===== config.mk =====
export PLATFORM = sky130hd
export DESIGN_NAME = sorted_serializer
export DESIGN_NICKNAME = d
export VERILOG_FILES = /design/src/rtl/sorter_pkg.sv /design/src/rtl/sorted_serializer_order_check.sv /design/src/rtl/sorted_serializer.sv
export SDC_FILE = /design/constraint.sdc
export NUM_CORES = 1
export LEC_CHECK = 0
export CAP_MARGIN = 25
export CORE_MARGIN = 3
export CORE_UTILIZATION = 52
export CTS_BUF_LIST = sky130_fd_sc_hd__clkbuf_8
export CTS_CLUSTER_DIAMETER = 60
export DETAILED_ROUTE_END_ITERATION = 12
export GPL_TIMING_DRIVEN = 0
export HOLD_SLACK_MARGIN = 0.12
export MAX_ROUTING_LAYER = met4
export PLACE_DENSITY = 0.86
export RECOVER_POWER = 25
export SLEW_MARGIN = 25
export SYNTH_ARGS = -nofsm -noshare
export SYNTH_HDL_FRONTEND = slang
export SYNTH_HIERARCHICAL = 1
export SYNTH_SLANG_ARGS = --single-unit

===== constraint.sdc =====
create_clock -name clk -period 1.7 [get_ports clk]
set_input_delay 0.255 -clock clk [delete_from_list [all_inputs] [get_ports clk]]
set_output_delay 0.255 -clock clk [all_outputs]
set_load 0.1 [all_outputs]

===== src/rtl/sorter_pkg.sv =====
// Shared definitions for the sorter datapath and its output serializer:
// default word width, order-check mode and serializer state encoding.
package sorter_pkg;

    localparam int SORTER_W          = 4;
    localparam bit SORTER_SIGNED_CMP = 1'b0;
    localparam logic [1:0] LAST_IDX  = 2'd3;

    typedef enum logic [1:0] {
        IDLE = 2'd0,
        SEND = 2'd1,
        FIN  = 2'd2
    } state_t;

endpackage


===== src/rtl/sorted_serializer_order_check.sv =====
// Combinational non-decreasing order check over four words; equal neighbours
// are legal, signedness selected by SIGNED_CMP.
module order_check #(
    parameter int W          = 4,
    parameter bit SIGNED_CMP = 1'b0
) (
    input  logic [W-1:0] in1,
    input  logic [W-1:0] in2,
    input  logic [W-1:0] in3,
    input  logic [W-1:0] in4,
    output logic         order_err
);

    logic [W-1:0] words [4];
    logic [2:0]   viol;

    assign words[0] = in1;
    assign words[1] = in2;
    assign words[2] = in3;
    assign words[3] = in4;

    generate
        for (genvar gi = 0; gi < 3; gi++) begin : g_pair
            if (SIGNED_CMP) begin : g_signed
                assign viol[gi] = $signed(words[gi]) > $signed(words[gi+1]);
            end else begin : g_unsigned
                assign viol[gi] = words[gi] > words[gi+1];
            end
        end
    endgenerate

    assign order_err = |viol;

endmodule


===== src/rtl/sorted_serializer.sv =====
// Captures four sorted words and drains them one per valid/ready transfer,
// flagging a capture that is not in non-decreasing order.
module sorted_serializer
    import sorter_pkg::*;
#(
    parameter int W          = SORTER_W,
    parameter bit SIGNED_CMP = SORTER_SIGNED_CMP
) (
    input  logic         clk,
    input  logic         rst_n,
    input  logic         load,
    input  logic [W-1:0] in1,
    input  logic [W-1:0] in2,
    input  logic [W-1:0] in3,
    input  logic [W-1:0] in4,
    output logic         busy,
    output logic [W-1:0] out_data,
    output logic         out_valid,
    input  logic         out_ready,
    output logic         out_last,
    output logic         order_err,
    output logic         done
);

    state_t       state_q, state_d;
    logic [W-1:0] buf_q [4];
    logic [W-1:0] buf_d [4];
    logic [1:0]   idx_q, idx_d;
    logic         order_err_q, order_err_d;
    logic         cap_err;

    order_check #(.W(W), .SIGNED_CMP(SIGNED_CMP)) u_order_check (
        .in1       (in1),
        .in2       (in2),
        .in3       (in3),
        .in4       (in4),
        .order_err (cap_err)
    );

    always_comb begin
        state_d     = state_q;
        idx_d       = idx_q;
        order_err_d = order_err_q;
        for (int i = 0; i < 4; i++) buf_d[i] = buf_q[i];

        case (state_q)
            IDLE: begin
                if (load) begin
                    buf_d[0]    = in1;
                    buf_d[1]    = in2;
                    buf_d[2]    = in3;
                    buf_d[3]    = in4;
                    idx_d       = 2'd0;
                    order_err_d = cap_err;
                    state_d     = SEND;
                end
            end
            SEND: begin
                // Index saturates at the last word; the frame ends instead of wrapping.
                if (out_ready) begin
                    if (idx_q == LAST_IDX) state_d = FIN;
                    else                   idx_d   = idx_q + 2'd1;
                end
            end
            FIN:     state_d = IDLE;
            default: state_d = IDLE;
        endcase
    end

    always_ff @(posedge clk) begin
        if (!rst_n) begin
            state_q     <= IDLE;
            idx_q       <= 2'd0;
            order_err_q <= 1'b0;
            for (int i = 0; i < 4; i++) buf_q[i] <= '0;
        end else begin
            state_q     <= state_d;
            idx_q       <= idx_d;
            order_err_q <= order_err_d;
            for (int i = 0; i < 4; i++) buf_q[i] <= buf_d[i];
        end
    end

    assign busy      = (state_q == SEND);
    assign out_valid = (state_q == SEND);
    assign out_data  = out_valid ? buf_q[idx_q] : '0;
    assign out_last  = out_valid && (idx_q == LAST_IDX);
    assign done      = (state_q == FIN);
    assign order_err = order_err_q;

endmodule


# == After elaboration in Yosys (flattened, before gate mapping) ==
# Memory sizes are Yosys's and may differ from the RTL's. A register that Yosys moved wholly into a read port is not among the register bits.
# Index checks and enable logic that the tools add are counted.
# totals
ff_bits,5
mem_bits_rw,16
in_bits,20
out_inout_bits,9
wordCells,48
mem_count,1
# op_classes
add_sub_neg,1
n_lt_le_gt_ge,3
n_eq_ne,9
mux,19
n_bitwise,4
reduce_logical,8
# memory_table
memory,depth,word_bits,rd,rd_clocked_by_memory_dff,wr,line_no,rtl
buf_q,4,4,1,1,4,sorted_serializer.sv:26,logic [W-1:0] buf_q [4];
# op_table
op,count
$mux W16,2
$mux W4,5
$mux W2,8
$gt A4 B4 Y1,3
$pmux W2 S2,2
$ne A2 B2 Y1 const B,3
$reduce_and A3 Y1,2
$eq A2 B2 Y1 const B,2
$ne A2 B1 Y1 const B,2
$or A1 B1 Y1,4
$reduce_and A4 Y1,1
$reduce_or A3 Y1,1
$add A2 B1 Y2 const B,1
$eq A2 B1 Y1 const B,1
$logic_not A2 Y1,1
$mux W1,2
$reduce_and A2 Y1,1
$reduce_bool A2 Y1,1
$logic_and A1 B1 Y1,1
$ne A1 B1 Y1 const B,1

# == Depth between registers and ports, before layout ==
# Gate-level depths: netlist of run 1.
# logic_depth
word_depth,6
mapped_depth,8
ltp_nobuf,8

# == Modules after synthesis ==
# Netlist of run 1, hierarchy kept.
# by_module_without_submodules
module,n_inst,cells_per_inst,area_each_um2,seq_area_each_um2
sorted_serializer,1,72,1016.0,620.6
order_check,1,42,309.0,0.0

# == Worst setup path before layout of run 1 ==
# No wires, ideal clock.
# synth_path
path_kind,reg-to-reg
from,register state_q[0]
to,register state_q[1]
setup_time_ns,0.063
t_arrival_ns,2.282
required_ns,1.637
setup_slack_ns,-0.645
stages_incl_launch_ff,4
path_buffers,0
period_less_slack_ns,2.345
path_cell_list,dfxtp_1 -> and2b_1 -> and2_1 -> and3_1
# synth_via
elab_chain_len,3
elab_cells_between_ends,7
classes_between,eq/ne (4); mux (1); reduce/logical (2)
# synth_lines
item,line_no,rtl
from (decl),sorted_serializer.sv:25,"state_t state_q, state_d;"
from (signal assigned),sorted_serializer.sv:77,state_q <= state_d;
$eq A2 B1 Y1 *,--,
named net busy,sorted_serializer.sv:16,"output logic busy,"
$ne A2 B1 Y1 (no source line),--,
$reduce_and A3 Y1 (no source line),--,
# Mark *: on every way through the listed nets, which the timed path passes. The rest lies on a longest branch.
# A chain may end at the register's enable or synchronous reset.

==> results of run 1 <==
-- routing by layer --
| metal | share of wire [%] | vias up |
|---|---|---|
| met5 | 0 | - |
| met2 | 54 | 31 |
| met1 | 41 | 450 |
| met3 | 4.4 | 4 |
| li1 | - | 474 |
| met4 | 0.80 | 0 |
-- cell usage in the layout (no fill, tap or decap), types with 4 or more instances in the layout --
master,netlist,layout
dfxtp_1,7,5
o22ai_1,4,4
and2_1,21,14
buf_12,0,4
mux4_2,2,4
inv_1,12,13
edfxtp_1,16,16
clkdlybuf4s50_1,0,13
nor2b_1,5,4
o21ai_1,1,5
ha_1,13,11
nand2_1,5,4
and2_4,0,5
-- sequential cells by signal, summed over array words and instances, names as in the netlist, named ones only --
| signal | count |
|---|---|
| buf_q | 16 |
| idx_q | 2 |
| order_err | 1 |
| state_q | 2 |
-- worst paths after layout --
check,end,cells past startpoint,slack (ns),start
worst min-delay path,buf_q[2][3],2,0.41,in3[3]
worst min register to register,flop,2,0.51,idx_q[0]
worst max-delay path,out_data[2],3,-0.05,flop
worst max register to register,buf_q[3][0],2,0.20,state_q[0]
-- cell families after synthesis --
group | after synthesis | synth area share, %
AO/OA/AOI/OAI | 15 | 6.610
adder cells (fa/ha/maj) | 13 | 12.28
buffers and inverters | 14 | 4.816
flip-flops | 23 | 46.84
multiplexers | 5 | 8.121
AND/OR/NAND/NOR | 44 | 21.34
-- stage by stage --
| stage | hold slack [ns] | cells | total power [mW] | setup slack [ns] | instance area [um^2] |
|---|---|---|---|---|---|
| finish | 0.4064 | 174 | 1.293 | -0.04900 | 1749 |
| global placement | 0.4839 | 170 | 0.9603 | -0.7569 | 1652 |
| global route | 0.4187 | 174 | 1.352 | -0.09354 | 1749 |
| CTS | 0.4840 | 174 | 1.287 | -0.1015 | 1727 |
| detailed placement | 0.5071 | 170 | 0.9730 | -0.7825 | 1652 |
| floorplan | 0.3654 | 114 | 0.8645 | -0.04552 | 1336 |
-- power groups by stage --
stage               logic (mW)  registers (mW)  clock network, mW
finish                   0.329           0.654              0.310
global route             0.354           0.659              0.339
CTS                      0.321           0.654              0.312
detailed placement       0.306           0.667                  0
global placement         0.297           0.663                  0
floorplan                0.186           0.679                  0
-- layout make-up --
class / count / share of cell area [%]
multi-input cells: 77 / 38.56
flip-flops and latches: 23 / 35.77
repair buffers: 28 / 17.45
inverters: 12 / 2.575
clock buffers: 3 / 2.361
well taps: 28 / 2.003
plain buffers: 2 / 1.073
clock inverters: 1 / 0.2146
-- repair_timing --
action | 4_1_cts | 5_1_grt
endpoints found under the setup margin | 26 | 10
hold buffers | 0 | 0
buffers inserted | 0 | 0
pin swaps | 0 | 5
gates cloned | 0 | 0
resized for setup | 67 | 15
==> metrics, run 1 <==
max_slew headroom 64.23%; Hold Violations, Final 0; crit-path max FO 4; final core occ 75.45%; layer with the highest usage met2; CTS Sinks 23; Core Region 0.002318 mm^2; top-area cell type share of the netlist area 36.26%; initial cell density of the core 57.15%; Worst Tran Pin Value 0.5388 ns; I/O pin cnt 29; top post-synthesis cells by count and2_1, edfxtp_1, ha_1; Setup CP Type reg -> out; Initial DRC Count 17; Via density 5.511; Vias 959; Max Buffers Root-to-Sink 2; vias in the first global route 1052; WL final 2.750 mm; switching power 0.3514 mW; Ys Warns 6; Critical Path RT 1.44 ns; Worst-path clk slew 0.08 ns; RSZ-0062 raised after global routing yes; crit-path cells mux4_2 -> and2_4 -> buf_12; Reg power frac 50.6%; Setup crit end kind primary output; height of the die 56.48 um; met3 global-route usage 2.759%; number of fill cells 163; Final WS setup -0.04900 ns; largest net degree at the start of global routing 17; drt first pass iters 4; final setup vio count 4; initial antenna violation count 0; setup TNS -0.1547 ns; global-route wire length before repair 4.540 mm; die area 0.003190 mm^2; design internal power 0.9419 mW; slowest library cell on the worst path mux4_2; P per Cell Area 739.4 mW/mm^2; Root Buffer clkbuf_8; Seq/Total Area, Yosys 46.84%; post-DP HPWL 2.110 mm; kind of cell adding the most delay to the critical path multiplexers; number of flops mapped to enable cells by yosys 16; Worst Path Buf+Inv 1; synthesis-stage register bit count 23; area grow syn2layout 32.01%; Final nets 180; syn nets 147; Most used DFF post-synth edfxtp_1; Reg area 625.6 um^2; failing checks setup timing; row count 17; hold crit path type in -> reg; met1 usage 22.12%; Synth area leaders edfxtp_1, ha_1, dfxtp_1; critical path arrival 1.49 ns; DR WL/cell 15.80 um; input/output buffers 28; top-count cell post-synth and2_1; CP max stage delay 0.50 ns; Die Width 56.48 um; clk_skew 0.01119 ns; outcome complete, but fails checks; achievable clock frequency 571.8 MHz; Net Sw Frac 27.17%; layout cells sized above 1 21.23%; FFs w/ async S/R, synth 0%; Distinct cells, synth 29; M2 GR Usage 33.00%; # diodes 0; top cell type by total area after synthesis edfxtp_1; Synth Cell Area 0.001325 mm^2; critical path startpoint category flop; GP Congestion 0.8258; power share of the clock group 24.0%; GRT Resource Usage Total 19.12%; # DRC 0; CTS HTree Levels 1; post-route ant nets 0; multi-input logic area 674.4 um^2; Final Critical Period 1.749 ns; VDD IR max 0.0004418 V; Post-Syn Instances 114; cts bufs inserted 3; number of max-cap violations 0; leak pwr 0.7849 nW; TritonCTS clock tree done; Final Max Tran Viols 0; Worst-Skew Late Latency 0.26 ns; Comb pwr share 25.4%; gr ovfl total 0; mean cell area of the mapped netlist 11.62 um^2; Tcrit/Tclk final 102.9%
Note: power is estimated with default switching activity, not from simulation.
==> run 2, diff against run 1 <==
==> constraint.sdc (replaced) <==
create_clock -name clk -period 1.88 [get_ports clk]
set_input_delay 0.282 -clock clk [delete_from_list [all_inputs] [get_ports clk]]
set_output_delay 0.282 -clock clk [all_outputs]
set_load 0.1 [all_outputs]
==> run 2 against run 1 <==
The run now ends clean. Sequential share of layout area rose by 0.68 points. Combinational power fell by 14%. Utilization fell by 1.6 points. Highest routed layer unchanged.
==> metrics, run 2 (synthesis results as in run 1) <==
crit-path cells mux4_1 -> and2_2 -> buf_6; cts bufs inserted 3; CTS HTree Levels 1; worst reg-to-reg setup slack 0.36 ns; design area 0.001713 mm^2; Setup CP Type reg -> out; Worst Tran Pin Value 0.9552 ns; Setup crit end kind primary output; area grow syn2layout 29.27%; Via density 5.621; gr ovfl total 0; input/output buffers 28; Worst-Skew Late Latency 0.26 ns; drt first pass iters 4; crit-path max FO 4; Hold Path Origin idx_q[1]; number of max-cap violations 0; height of the die 56.48 um; Critical Path RT 1.60 ns; RR Startpoint state_q[0]; Post-CTS Setup Inserts 0; clk_skew 0.009992 ns; Tcrit/Tclk final 99.34%; # diodes 0; largest registers buf_q: 16 flops, idx_q: 2 flops, state_q: 2 flops; Final Critical Period 1.868 ns; row count 17; post-DP HPWL 1.929 mm; Initial DRC Count 20; TritonCTS clock tree done; GRT Resource Usage Total 18.11%; initial cell density of the core 57.15%; max reg flops 16; Worst Path Buf+Inv 1; end of the worst register-to-register path buf_q[2][1]; global-route wire length before repair 4.312 mm; CP max stage delay 0.54 ns; Vias 978; Hold Violations, Final 0; Final nets 180; number of fill cells 164; I/O pin cnt 29; slowest library cell on the worst path mux4_1; Total Power 1.161 mW; critical path startpoint category flop; final setup vio count 0; CTS resizes 46; kind of cell adding the most delay to the critical path multiplexers; die area 0.003190 mm^2; VDD IR max 0.0004378 V; critical path arrival 1.59 ns; leading cell type in the layout, fill and taps excluded clkdlybuf4s50_1; RSZ-0062 raised after global routing yes; post-route ant nets 0; most flop-heavy register buf_q; largest net degree at the start of global routing 17; hold path cells 2; max_slew headroom 36.57%; Die Width 56.48 um; achievable clock frequency 535.4 MHz; leak pwr 0.7518 nW; WL final 2.448 mm; outcome completed; Worst Reg-to-Reg Cells 2; initial antenna violation count 0; Max Buffers Root-to-Sink 2; Final Max Tran Viols 0; layout cells sized above 1 18.49%; GP Congestion 0.8047; P per Cell Area 678.0 mW/mm^2; setup TNS 0 ns; Root Buffer clkbuf_8; hold crit path type reg -> reg; hold_buf cts 0; vias in the first global route 999; CTS Sinks 23; highest-count cells in the layout ignoring fill and taps clkdlybuf4s50_1, edfxtp_1, and2_1, ha_1, inv_1; DR WL/cell 14.07 um; dpl cell area 0.001650 mm^2; Core Region 0.002318 mm^2; Worst-path clk slew 0.08 ns; # DRC 0
[run 2: changes by cell type in the layout (fill, tap and decap cells not counted), sizes merged]
cell           delta
dlymetal6s2s      -3
dlygate4sd3       +1
buf               -2
clkdlybuf4s50     +4
clkbuf            -1
dlygate4sd2       -1
clkdlybuf4s15     +2
[run 2: worst register-to-register path, stage by stage (launching register included)]
cell	delay, ns
dfxtp_1	0.37
or3b_1	0.48
nand2_2	0.33
[run 2: final cells by class]
cell class | instances | area (um^2) | share of cell area (%)
multi-input cells | 77 | 650.6 | 37.98
inverters | 12 | 45.04 | 2.630
clock inverters | 1 | 3.754 | 0.2191
plain buffers | 2 | 18.77 | 1.096
repair buffers | 28 | 294.0 | 17.17
flip-flops and latches | 23 | 624.3 | 36.45
well taps | 28 | 35.03 | 2.045
clock buffers | 3 | 41.29 | 2.411
[run 2: worst max path at each step]
| stage | from | endpoint | slack [ns] | cells past startpoint |
|---|---|---|---|---|
| 6_report | flop | out_data[3] | 0.01 | 3 |
| 5_1_grt | flop | out_data[3] | -0.04 | 3 |
| 4_1_cts | flop | out_data[2] | -0.006 | 3 |
| 3_5_place_dp | flop | out_data[2] | -0.62 | 3 |
| 3_3_place_gp | flop | out_data[2] | -0.60 | 3 |
| 2_1_floorplan | state_q[0] | out_data[0] | 0.11 | 2 |
[run 2: where the power goes]
group / internal, mW / switching, mW / total [mW]
clock: 0.146 / 0.145 / 0.290
sequential: 0.576 / 0.0133 / 0.589
combinational: 0.123 / 0.159 / 0.282
[run 2: metal layers]
metal	global-route usage, %	vias to the layer above	wire (um)
met5	-	-	0
met4	8.814	0	47
met3	2.299	5	132
met2	30.36	35	1247
met1	21.35	464	1021
li1	-	474	-
[run 2: through the flow]
stage	hold WS (ns)	std cells	utilization (%)	worst slack, ns
floorplan	0.3924	114	-	0.1118
global placement	0.4845	170	71.18	-0.6046
detailed placement	0.5125	170	71.18	-0.6233
CTS	0.5218	174	72.96	-0.005639
global route	0.5404	174	73.88	-0.04043
finish	0.5267	174	73.88	0.01234
==> run 3, diff against run 2 <==
--- a/config.mk
+++ b/config.mk
@@ -7,14 +7,13 @@
 export LEC_CHECK = 0
 export CAP_MARGIN = 25
 export CORE_MARGIN = 3
-export CORE_UTILIZATION = 52
-export CTS_BUF_LIST = sky130_fd_sc_hd__clkbuf_8
+export CORE_UTILIZATION = 50
 export CTS_CLUSTER_DIAMETER = 60
 export DETAILED_ROUTE_END_ITERATION = 12
 export GPL_TIMING_DRIVEN = 0
 export HOLD_SLACK_MARGIN = 0.12
 export MAX_ROUTING_LAYER = met4
-export PLACE_DENSITY = 0.86
+export PLACE_DENSITY = 0.83
 export RECOVER_POWER = 25
 export SLEW_MARGIN = 25
 export SYNTH_ARGS = -nofsm -noshare
==> run 3 against run 2 <==
The run now ends with setup timing left. Clock skew decreased by 0.0016 ns. Register-to-register slack got worse by 0.21 ns. Final cell count increased by 1.7%. Global-route usage decreased by 0.24 points. Hold slack got worse by 0.015 ns. Clock power decreased by 24%. Sequential share of layout area decreased by 0.29 points. Flip-flop and latch count unchanged. Utilization decreased by 4.8 points. Critical endpoint is now out_data[0]. Largest cell class unchanged. Largest power group unchanged.
==> metrics, run 3 (synthesis results as in run 1) <==
crit-path cells buf_6 -> mux4_2 -> and2_4 -> buf_12; Setup CP Type reg -> out; end of the worst register-to-register path buf_q[0][0]; failing checks setup timing; M2 GR Usage 30.65%; worst reg-to-reg setup slack 0.15 ns; hold_buf cts 0; critical path arrival 1.63 ns; initial cell density of the core 53.00%; most flop-heavy register buf_q; global-route wire length before repair 4.326 mm; leading cell type in the layout, fill and taps excluded clkdlybuf4s50_1; CTS Sinks 23; # DRC 0; input/output buffers 28; I/O pin cnt 29; VDD IR max 0.0003811 V; met1 usage 22.21%; met3 global-route usage 1.357%; design area 0.001727 mm^2; Worst-Skew Late Latency 0.30 ns; GRT Resource Usage Total 17.88%; critical path startpoint category flop; drt first pass iters 4; Net Sw Frac 28.49%; Comb pwr share 26.5%; vias in the first global route 968; Placed Cells 172; DR WL/cell 14.29 um; clk_skew 0.008424 ns; layer with the highest usage met2; RSZ-0062 raised after global routing yes; achievable clock frequency 523.4 MHz; final setup vio count 3; Reg power frac 53.4%; max_slew headroom 36.58%; outcome complete, but fails checks; Hold Path Origin idx_q[1]; WL final 2.529 mm; Final nets 181; height of the die 57.48 um; layout cells sized above 1 17.01%; post-route ant nets 0; highest-count cells in the layout ignoring fill and taps clkdlybuf4s50_1, edfxtp_1, and2_1, ha_1, inv_1; Critical Path RT 1.60 ns; max reg flops 16; Root Buffer clkbuf_4; Vias 978; P per Cell Area 638.5 mW/mm^2; Total Power 1.102 mW; leak pwr 0.7585 nW; hold crit path type reg -> reg; row count 18; crit-path max FO 4; number of max-cap violations 0; Tcrit/Tclk final 101.6%; area grow syn2layout 30.31%; die area 0.003304 mm^2; Core Region 0.002500 mm^2; CTS HTree Levels 1; kind of cell adding the most delay to the critical path multiplexers; GP Congestion 0.8332; Final Max Tran Viols 0; Worst Reg-to-Reg Cells 2; Final Non-Filler Cells 177; TritonCTS clock tree done; Final WS setup -0.03049 ns; cts bufs inserted 3; hold path cells 2; number of fill cells 202; RR Startpoint state_q[0]; dpl cell area 0.001653 mm^2; Hold Violations, Final 0; post-DP HPWL 2.012 mm; initial antenna violation count 0; power share of the clock group 20.1%; Worst Tran Pin Value 0.9551 ns; Die Width 57.48 um; CP max stage delay 0.47 ns; largest registers buf_q: 16 flops, idx_q: 2 flops, state_q: 2 flops; largest net degree at the start of global routing 17; gr ovfl total 0; Worst-path clk slew 0.12 ns; # diodes 0; Worst Path Buf+Inv 2; design internal power 0.7884 mW; slowest library cell on the worst path mux4_2; Max Buffers Root-to-Sink 2; switching power 0.3141 mW; Setup crit end kind primary output; Initial DRC Count 22; Via density 5.525; Final Critical Period 1.910 ns
-- run 3: cell types whose count changed in the layout (fill, tap and decap cells not counted), moves of 2 or more --
cell / change
and2_4: +2
and2_1: +2
buf_12: +2
clkbuf_8: -3
clkbuf_4: +4
and2_0: -2
and2_2: -2
-- run 3: timing repair --
action | CTS | global route
endpoints found under the setup margin | 9 | 6
pin swaps | 0 | 0
setup buffers | 1 | 0
hold endpoints to repair | 0 | 0
resized for setup | 59 | 5
-- run 3: area by class of cell --
type	instances	area (um^2)	share of cell area, %
repair buffers	29	321.6	18.62
well taps	30	37.54	2.174
plain buffers	2	18.77	1.087
clock buffers	4	26.28	1.522
flip-flops and latches	23	624.3	36.16
multi-input cells	77	653.1	37.83
inverters	12	45.04	2.609
-- run 3: stage by stage --
step	worst slack, ns	util [%]	hold slack [ns]	TNS [ns]
2_1_floorplan	0.1118	-	0.3924	0
4_1_cts	-0.04165	68.87	0.5130	-0.05622
6_report	-0.03049	69.07	0.5121	-0.04204
5_1_grt	-0.08328	69.07	0.5287	-0.3423
3_3_place_gp	-0.5982	66.12	0.4839	-5.967
3_5_place_dp	-0.6106	66.12	0.4957	-6.763
-- run 3: metal layers --
metal | part of all wire, % | vias to the layer above
li1 | - | 476
met1 | 43 | 468
met2 | 51 | 30
met3 | 4.7 | 4
met4 | 1.4 | 0
met5 | 0 | -
-- run 3: worst max-delay path by stage --
| stage | to | slack [ns] | cells after the start |
|---|---|---|---|
| after global routing | out_data[0] | -0.08 | 4 |
| after CTS | out_data[0] | -0.04 | 4 |
| after global placement | out_data[2] | -0.60 | 3 |
| after detailed placement | out_data[2] | -0.61 | 3 |
| after floorplan | out_data[0] | 0.11 | 2 |
| final | out_data[0] | -0.03 | 4 |
-- run 3: power by group through the flow --
stage	Clock (mW)	Sequential [mW]	Combinational (mW)
2_1_floorplan	0	0.614	0.168
3_3_place_gp	0	0.599	0.269
3_5_place_dp	0	0.602	0.278
4_1_cts	0.224	0.589	0.291
5_1_grt	0.243	0.593	0.319
6_report	0.221	0.589	0.293
-- run 3: worst min-delay path: cells and delay by family (launching register included) --
kind            cells  cell delay (ns)
flops               1             0.34
simple gates        1             0.07
compound gates      1             0.07
